[config.mk]
export PLATFORM = sky130hd
export DESIGN_NAME = brpred_gshare_btb
export DESIGN_NICKNAME = d
export VERILOG_FILES = /design/src/rtl/brpred_pkg.sv /design/src/rtl/brpred_sat_cnt_table.sv /design/src/rtl/brpred_gshare_btb.sv
export SDC_FILE = /design/constraint.sdc
export NUM_CORES = 1
export LEC_CHECK = 0
export BUFFER_PORTS_ARGS = -buffer_cell sky130_fd_sc_hd__buf_2
export CAP_MARGIN = 10
export CORE_MARGIN = 2
export CORE_UTILIZATION = 46
export DETAILED_ROUTE_END_ITERATION = 12
export GPL_ROUTABILITY_DRIVEN = 0
export HOLD_SLACK_MARGIN = 0.12
export SETUP_SLACK_MARGIN = 0.15
export SLEW_MARGIN = 20
export SYNTH_ARGS = -nofsm -noshare
export SYNTH_HDL_FRONTEND = slang
export SYNTH_HIERARCHICAL = 1
export SYNTH_SLANG_ARGS = --single-unit
[constraint.sdc]
create_clock -name clk -period 5.1 [get_ports clk]
set_clock_uncertainty 0.2 [all_clocks]
set_input_delay 1.02 -clock clk [delete_from_list [all_inputs] [get_ports clk]]
set_output_delay 1.02 -clock clk [all_outputs]
set_load 0.02 [all_outputs]
[src/rtl/brpred_pkg.sv]
// Shared types and index/tag helpers for the gshare/BTB branch predictor.
// The helpers also serve the pipeline fields that carry history down to EX.
package brpred_pkg;

  // Fields are sized for the widest legal configuration; unused upper tag bits stay zero.
  typedef struct packed {
    logic        valid;
    logic [31:0] tag;
    logic [31:0] target;
  } btb_entry_t;

  // Weakly-not-taken reset value of a width-bit saturating counter.
  function automatic int unsigned cnt_init(input int unsigned width);
    return (32'd1 << (width - 1)) - 32'd1;
  endfunction

  // PHT/BTB index: halfword pc bits, optionally hashed with history, masked to nbits.
  function automatic logic [31:0] pc_index(input logic [31:0] pc, input logic [31:0] hist,
                                           input int unsigned nbits, input bit gshare);
    logic [31:0] mask;
    mask = (32'd1 << nbits) - 32'd1;
    return ((pc >> 1) ^ (gshare ? hist : 32'd0)) & mask;
  endfunction

  // BTB tag: the tbits pc bits sitting directly above the index bits (tbits < 32).
  function automatic logic [31:0] pc_tag(input logic [31:0] pc, input int unsigned nbits,
                                         input int unsigned tbits);
    logic [31:0] mask;
    mask = (32'd1 << tbits) - 32'd1;
    return (pc >> (nbits + 1)) & mask;
  endfunction

endpackage

[src/rtl/brpred_sat_cnt_table.sv]
// 2^N x CNT_WIDTH saturating counter table: one async read port, one update port.
module brpred_sat_cnt_table
  import brpred_pkg::*;
#(
  parameter int unsigned NUM_INDEX_BIT = 4,
  parameter int unsigned CNT_WIDTH     = 2
) (
  input  logic                     clk,
  input  logic                     rst_n,
  input  logic [NUM_INDEX_BIT-1:0] rd_idx,
  output logic [CNT_WIDTH-1:0]     rd_cnt,
  input  logic                     upd_en,
  input  logic [NUM_INDEX_BIT-1:0] upd_idx,
  input  logic                     upd_taken
);

  localparam int unsigned          DEPTH = 1 << NUM_INDEX_BIT;
  localparam logic [CNT_WIDTH-1:0] INIT  = CNT_WIDTH'(cnt_init(CNT_WIDTH));
  localparam logic [CNT_WIDTH:0]   MAXV  = {1'b0, {CNT_WIDTH{1'b1}}};

  logic [CNT_WIDTH-1:0] cnt [DEPTH];
  logic [CNT_WIDTH:0]   cur;

  assign rd_cnt = cnt[rd_idx];
  assign cur    = {1'b0, cnt[upd_idx]};

  always_ff @(posedge clk or negedge rst_n) begin
    if (!rst_n) begin
      for (int unsigned i = 0; i < DEPTH; i++) cnt[i] <= INIT;
    end else if (upd_en) begin
      if (upd_taken && (cur < MAXV))
        cnt[upd_idx] <= cnt[upd_idx] + 1'b1;
      else if (!upd_taken && (cur != '0))
        cnt[upd_idx] <= cnt[upd_idx] - 1'b1;
    end
  end

endmodule

[src/rtl/brpred_gshare_btb.sv]
// IF-stage branch predictor: PHT (local or gshare indexed), tagged BTB and a
// speculative global history register repaired from EX on a mispredict.
module brpred_gshare_btb
  import brpred_pkg::*;
#(
  parameter int unsigned NUM_INDEX_BIT = 4,
  parameter int unsigned CNT_WIDTH     = 2,
  parameter int unsigned HIST_LEN      = 4,
  parameter int unsigned TAG_WIDTH     = 8,
  parameter bit          GSHARE        = 1'b1
) (
  input  logic                clk,
  input  logic                rst_n,
  input  logic                stall_i,
  input  logic [31:0]         lkp_pc_i,
  input  logic                lkp_branch_i,
  output logic                pred_taken_o,
  output logic [31:0]         pred_target_o,
  output logic                btb_hit_o,
  output logic [HIST_LEN-1:0] lkp_hist_o,
  input  logic                upd_valid_i,
  input  logic [31:0]         upd_pc_i,
  input  logic [HIST_LEN-1:0] upd_hist_i,
  input  logic                upd_taken_i,
  input  logic [31:0]         upd_target_i,
  input  logic                upd_miss_i
);

  localparam int unsigned DEPTH = 1 << NUM_INDEX_BIT;

  logic [HIST_LEN-1:0]      ghr;
  logic [31:0]              lkp_idx_full, lkp_pidx_full, upd_idx_full, upd_pidx_full;
  logic [31:0]              lkp_tag, upd_tag;
  logic [NUM_INDEX_BIT-1:0] lkp_idx, lkp_pidx, upd_idx, upd_pidx;
  logic [CNT_WIDTH-1:0]     lkp_cnt;
  btb_entry_t               btb [DEPTH];
  btb_entry_t               lkp_ent;
  logic                     unused_bits;

  assign lkp_idx_full  = pc_index(lkp_pc_i, 32'(ghr), NUM_INDEX_BIT, GSHARE);
  assign lkp_pidx_full = pc_index(lkp_pc_i, 32'd0, NUM_INDEX_BIT, 1'b0);
  assign upd_idx_full  = pc_index(upd_pc_i, 32'(upd_hist_i), NUM_INDEX_BIT, GSHARE);
  assign upd_pidx_full = pc_index(upd_pc_i, 32'd0, NUM_INDEX_BIT, 1'b0);
  assign lkp_tag       = pc_tag(lkp_pc_i, NUM_INDEX_BIT, TAG_WIDTH);
  assign upd_tag       = pc_tag(upd_pc_i, NUM_INDEX_BIT, TAG_WIDTH);

  assign lkp_idx  = lkp_idx_full[NUM_INDEX_BIT-1:0];
  assign lkp_pidx = lkp_pidx_full[NUM_INDEX_BIT-1:0];
  assign upd_idx  = upd_idx_full[NUM_INDEX_BIT-1:0];
  assign upd_pidx = upd_pidx_full[NUM_INDEX_BIT-1:0];

  assign unused_bits = ^{lkp_idx_full[31:NUM_INDEX_BIT], lkp_pidx_full[31:NUM_INDEX_BIT],
                         upd_idx_full[31:NUM_INDEX_BIT], upd_pidx_full[31:NUM_INDEX_BIT]};

  brpred_sat_cnt_table #(
    .NUM_INDEX_BIT (NUM_INDEX_BIT),
    .CNT_WIDTH     (CNT_WIDTH)
  ) u_pht (
    .clk       (clk),
    .rst_n     (rst_n),
    .rd_idx    (lkp_idx),
    .rd_cnt    (lkp_cnt),
    .upd_en    (upd_valid_i & ~stall_i),
    .upd_idx   (upd_idx),
    .upd_taken (upd_taken_i)
  );

  // The BTB always uses the pc-only index so a target survives history changes.
  assign lkp_ent       = btb[lkp_pidx];
  assign btb_hit_o     = lkp_ent.valid && (lkp_ent.tag == lkp_tag);
  assign pred_taken_o  = lkp_branch_i & btb_hit_o & lkp_cnt[CNT_WIDTH-1];
  assign pred_target_o = btb_hit_o ? lkp_ent.target : '0;
  assign lkp_hist_o    = ghr;

  always_ff @(posedge clk or negedge rst_n) begin
    if (!rst_n) begin
      for (int unsigned i = 0; i < DEPTH; i++) btb[i] <= '0;
    end else if (upd_valid_i && upd_taken_i && !stall_i) begin
      btb[upd_pidx] <= '{valid: 1'b1, tag: upd_tag, target: upd_target_i};
    end
  end

  // Truncating cast keeps the newest HIST_LEN bits, which also covers HIST_LEN=1.
  always_ff @(posedge clk or negedge rst_n) begin
    if (!rst_n) begin
      ghr <= '0;
    end else if (!stall_i) begin
      if (upd_valid_i && upd_miss_i)
        ghr <= HIST_LEN'({upd_hist_i, upd_taken_i});
      else if (lkp_branch_i)
        ghr <= HIST_LEN'({ghr, pred_taken_o});
    end
  end

endmodule

### Yosys cells after proc, flatten, opt, wreduce, memory -nomap -nowiden

Cells that the tools add are included.

| operators by class | value |
|---|---|
| eq/ne operators | 1 |
| multiply operators | 0 |
| muxes and demuxes | 21 |
| reduce and logical (&&, ||, !) cells | 15 |
| order comparisons | 7 |
| div/mod/pow operators | 0 |
| bitwise operators | 10 |
| add/subtract/negate cells | 2 |
| shift-type cells | 0 |

Operators by type and width:

| kind | count |
|---|---|
| 1040-bit bitwise mux | 1 |
| 65-bit binary-select mux with 4-bit select | 1 |
| 65-bit demux with 4-bit select | 1 |
| 65-bit 2-to-1 mux | 3 |
| 32-bit 2-to-1 mux | 3 |
| 32-bit bitwise mux | 2 |
| 32-bit by 8-bit == test with 1-bit output | 1 |
| 5-bit >= comparator, second input constant | 4 |
| 4-bit inverter with 5-bit output | 4 |
| 2-bit binary-select mux with 4-bit select | 2 |
| 5-bit by 1-bit less-than comparator with 1-bit output, second input constant | 2 |
| 2-bit 2-to-1 mux | 5 |
| 2-bit demux with 4-bit select | 1 |
| 1-bit logical AND | 8 |
| 4-bit 2-to-1 mux | 2 |
| 4-bit XOR | 2 |
| 2-bit AND reduction | 2 |
| 2-bit nonzero test | 2 |
| 1-bit bitwise AND | 3 |
| 3-bit nonzero test | 1 |
| 2-bit by 1-bit adder with 2-bit output, second input constant | 1 |
| 1-bit zero test | 2 |
| 2-bit less-than comparator, second input constant | 1 |
| 2-bit by 1-bit subtractor with 2-bit output, second input constant | 1 |
| 1-bit inverter | 1 |

| storage, ports and cells | value |
|---|---|
| input bits | 107 |
| RAM bits | 0 |
| ROM bits | 0 |
| logic and storage cells | 121 |
| bits in latches | 0 |
| memories | 0 |
| register bits | 1076 |

### Logic depth before layout (Yosys ltp)

| logic depth | value |
|---|---|
| word-level depth | 10 |
| mapped depth | 12 |
| mapped depth without buffers | 8 |

### Cells and area by module

Netlist, hierarchy kept.

By module, submodules not included:

| module | cells an instance | area each (µm²) | instances |
|---|---|---|---|
| brpred_gshare_btb | 1826 | 29907.4 | 1 |
| brpred_sat_cnt_table | 157 | 2157.1 | 1 |

### Worst setup path before layout

Ideal clock, no wire load.

| timing | value |
|---|---|
| path type | input port to output port |
| from | in lkp_pc_i[1] |
| to | out pred_taken_o |
| data arrival time | 3538 ps |
| path buffers | 6 |
| required time | 3880 ps |
| slack | 342 ps |
| stages | 12 |
| path through | buf_6 > buf_2 > buf_1 > clkbuf_1 > buf_2 > xor2_1 > buf_2 > mux4_2 > a22oi_1 > nand3_1 > nand2_1 > nor2_1 |

| on the way | value |
|---|---|
| elaborated cells on any way between the ends | 13 |
| classes of those cells | eq/ne (1); mux (6); bitwise (5); reduce/logical (1) |

RTL lines:

| element | RTL line | source |
|---|---|---|
| from (decl) | brpred_gshare_btb.sv:15 | `input logic [31:0] lkp_pc_i,` |
| 4-bit XOR | brpred_pkg.sv:22 | `return ((pc >> 1) ^ (gshare ? hist : 32'd0)) & mask;` |
| named net lkp_idx[0] | brpred_gshare_btb.sv:34 | `logic [NUM_INDEX_BIT-1:0] lkp_idx, lkp_pidx, upd_idx, upd_pidx;` |
| 4-bit inverter with 5-bit output (implied by the code) | brpred_sat_cnt_table.sv:24 | `assign rd_cnt = cnt[rd_idx];` |
| 2-bit binary-select mux with 4-bit select | brpred_sat_cnt_table.sv:24 |  |
| 2-bit 2-to-1 mux (implied by the code) (2 in a row) | brpred_sat_cnt_table.sv:24 |  |
| named net lkp_cnt[1] | brpred_gshare_btb.sv:35 | `logic [CNT_WIDTH-1:0] lkp_cnt;` |
| 1-bit bitwise AND | brpred_gshare_btb.sv:71 | `assign pred_taken_o = lkp_branch_i & btb_hit_o & lkp_cnt[CNT_WIDTH-1];` |
| to (decl) | brpred_gshare_btb.sv:17 | `output logic pred_taken_o,` |

The timed path passes the listed nets, and every way through them passes these cells. The select of a mux whose other input is x is not followed.

### Worst setup path after layout

| timing | value |
|---|---|
| from | in lkp_pc_i[1] |
| to | out pred_target_o[10] |

| on the way | value |
|---|---|
| longest elaborated chain between the ends | 7 |

RTL lines:

| element | RTL line | source |
|---|---|---|
| 4-bit inverter with 5-bit output (implied by the code) (*) | brpred_gshare_btb.sv:69 | `assign lkp_ent = btb[lkp_pidx];` |
| 65-bit binary-select mux with 4-bit select (*) | brpred_gshare_btb.sv:69 |  |
| 65-bit 2-to-1 mux (implied by the code) (*) (2 in a row) | brpred_gshare_btb.sv:69 |  |
| 32-bit by 8-bit == test with 1-bit output | brpred_gshare_btb.sv:70 | `assign btb_hit_o = lkp_ent.valid && (lkp_ent.tag == lkp_tag);` |
| 1-bit logical AND | brpred_gshare_btb.sv:70 |  |
| 32-bit 2-to-1 mux (*) | brpred_gshare_btb.sv:72 | `assign pred_target_o = btb_hit_o ? lkp_ent.target : '0;` |
| to (decl) | brpred_gshare_btb.sv:18 | `output logic [31:0] pred_target_o,` |

Mark *: on every way between the ends. The rest lies on a longest branch, timed or not. The select of a mux whose other input is x is not followed.

==> impl_metrics.ini <==
[status]
outcome = complete, no violations

[critical_path]
timing.rr.start = btb[881]
worst-r2r-setup-slack_ns = 2.00
path_class = in2out
path_cells = buf_12 > mux4_2 > mux4_2 > xnor2_2 > o2111ai_1 > or4_4 > buf_12 > buf_12 > nor2b_4 > buf_6
critPathLaunchType = input pin
crit_path_max_fanout = 7
slowest_stage = or4_4
crit_arrival_ns = 3.69
required_ns = 3.88
max_stage_delay_ns = 0.59
rr_endpoint = lkp_hist_o[0]
endpoint_kind = output pin
reg2reg_depth = 9
crit_top_cell = buf_12

[detailed_routing]
via_per_inst = 5.79
wl_per_cell_um = 24.9
drt-total-wl_um = 76000
first_pass_iters = 5
via_count = 17700
drt_iter0_drc = 1121
final_antenna_net_count = 0
drc = 0

[clock_tree]
cts_buffer_depth = 3
clkLatencyLatePin_ns = 0.61
cts_tree = yes
cts_htree_levels = 3
numCtsBuffers = 77
clk_pin_slew_ns = 0.06
hold_buffers = 0
clock-sinks = 692
clockRootBuffer = clkbuf_16

[placement]
place_ws_ns = -0.203
dpl.cell_count = 2905
place.detailed.hpwl_um = 41900
io_buffers = 104

[power_and_ir_drop]
powerDensity_nw_per_um2 = 393
p_leak_nw = 16.9
p_total_mw = 14.3
peakVddDrop_v = 0.000198

[global_routing]
grt_pass1_vias = 19200
overflow = 0
grt_usage = 0.219
antenna_found_initial = 7
grt_pass1_wl_um = 118000
grt_max_degree = 131

[die]
die_area_um2 = 71600
start_util = 0.465
die_w_um = 268
top_level_ports = 145
die_h_um = 268
row_count = 96
core_area_um2 = 68700

[layout]
post-route-util = 0.532
drive_above_1_share = 0.592
layout.cells.non_filler = 3055
syn_to_final_growth_pct = 14.4
finish.net_count = 2172

[sta]
rsz0062_at_grt = true
setup_viol = 0
layout_setup_ws_ns = 0.191
hold_ws_ns = 0.258
hold_viol = 0
drv_slew = 0
tightest_slew_ns = 1.10
relSlewSlack = 0.266
min_period_over_period = 0.963
timing.final.crit_period_ns = 4.91
fmax_ghz = 0.204

[logic_synthesis]
syn-cell-area_um2 = 32000
synth_area_per_cell_um2 = 16.2
synth_nets = 2084
yosys_warnings = 6
syn_inst = 1975

[min_path]
min-delay-path-class = in2async

[run]
drv_cap = 0
## how the worst max path moves through the flow
stage | start | end | slack (ns) | depth (start not counted)
after floorplan | lkp_pc_i[2] | pred_target_o[0] | 0.38 | 9
after global placement | lkp_pc_i[1] | pred_target_o[8] | -0.20 | 10
after detailed placement | lkp_pc_i[1] | pred_target_o[8] | -0.20 | 10
after CTS | lkp_pc_i[1] | pred_target_o[8] | 0.11 | 10
after global routing | lkp_pc_i[1] | pred_target_o[11] | 0.11 | 10
final | lkp_pc_i[1] | pred_target_o[10] | 0.19 | 10
## power breakdown
group | internal [mW] | switching (mW) | total, mW
clock | 3.29 | 2.22 | 5.51
combinational | 1.25 | 0.839 | 2.09
sequential | 6.34 | 0.405 | 6.75
total | 10.9 | 3.47 | 14.3
## cell usage in the layout, fill, tap and decap left out, types with 3 or more instances in the layout
| cell type | count |
|---|---|
| nor2b_4 | 7 |
| xor2_1 | 9 |
| buf_6 | 12 |
| nand3_1 | 12 |
| xnor2_1 | 6 |
| nor2b_1 | 19 |
| clkbuf_16 | 81 |
| a22oi_1 | 7 |
| and2_1 | 3 |
| clkinv_2 | 15 |
| nand2b_1 | 13 |
| mux2_2 | 675 |
| mux4_2 | 200 |
| nand3b_1 | 5 |
| o21ai_0 | 3 |
| nand2_1 | 19 |
| dfrtp_1 | 676 |
| buf_4 | 65 |
| diode_2 | 3 |
| buf_12 | 18 |
| nor2_1 | 9 |
| or2_2 | 8 |
| and4_1 | 3 |
| dfstp_2 | 16 |
| nand2_4 | 6 |
| nand4_1 | 5 |
| nor3_2 | 11 |
| nor2_4 | 6 |
| mux2i_1 | 41 |
| clkbuf_1 | 17 |
| clkbuf_8 | 20 |
| buf_2 | 80 |
| nor2b_2 | 14 |
## area by class of cell
cell class / count / area, um2
Antenna cell: 3 / 7.51
Clock buffer: 118 / 2370
Clock inverter: 19 / 154
Fill cell: 5629 / 32100
Inverter: 1 / 3.75
Multi-Input combinational cell: 1113 / 14100
Sequential cell: 692 / 17300
Tap cell: 931 / 1160
Timing Repair Buffer: 178 / 1440
## what timing repair did
item / in CTS / in global routing
resized for setup: 40 / 13
setup endpoints to repair: 34 / 30
pin swaps: 3 / 6
buffers inserted: 4 / 6
## layer usage
| metal | GRT usage | wire length (um) | up-vias |
|---|---|---|---|
| li1 | - | - | 7559 |
| met5 | 0 | 35 | - |
| met4 | 0.0596 | 1500 | 6 |
| met2 | 0.359 | 37200 | 280 |
| met1 | 0.307 | 34600 | 9729 |
| met3 | 0.0303 | 2690 | 110 |
## critical path, delay by kind of cell
kind            cells  cell delay (ns)
mux                 2             1.00
simple gates        2             0.75
buf+inv             4             0.59
xor+xnor            1             0.19
compound gates      1             0.13
## state kept, by name, summed over array words and instances (netlist names), named ones only
register,cells
btb,656
u_pht/cnt,16
lkp_hist_o,4
## through the flow
step                      cell area (um2)  TNS (ns)
final                               36600         0
after global routing                36600         0
after CTS                           36400         0
after detailed placement            33700     -4.02
after global placement              33700     -3.83
after floorplan                     32000         0
Power figures use the tool's default switching activity.
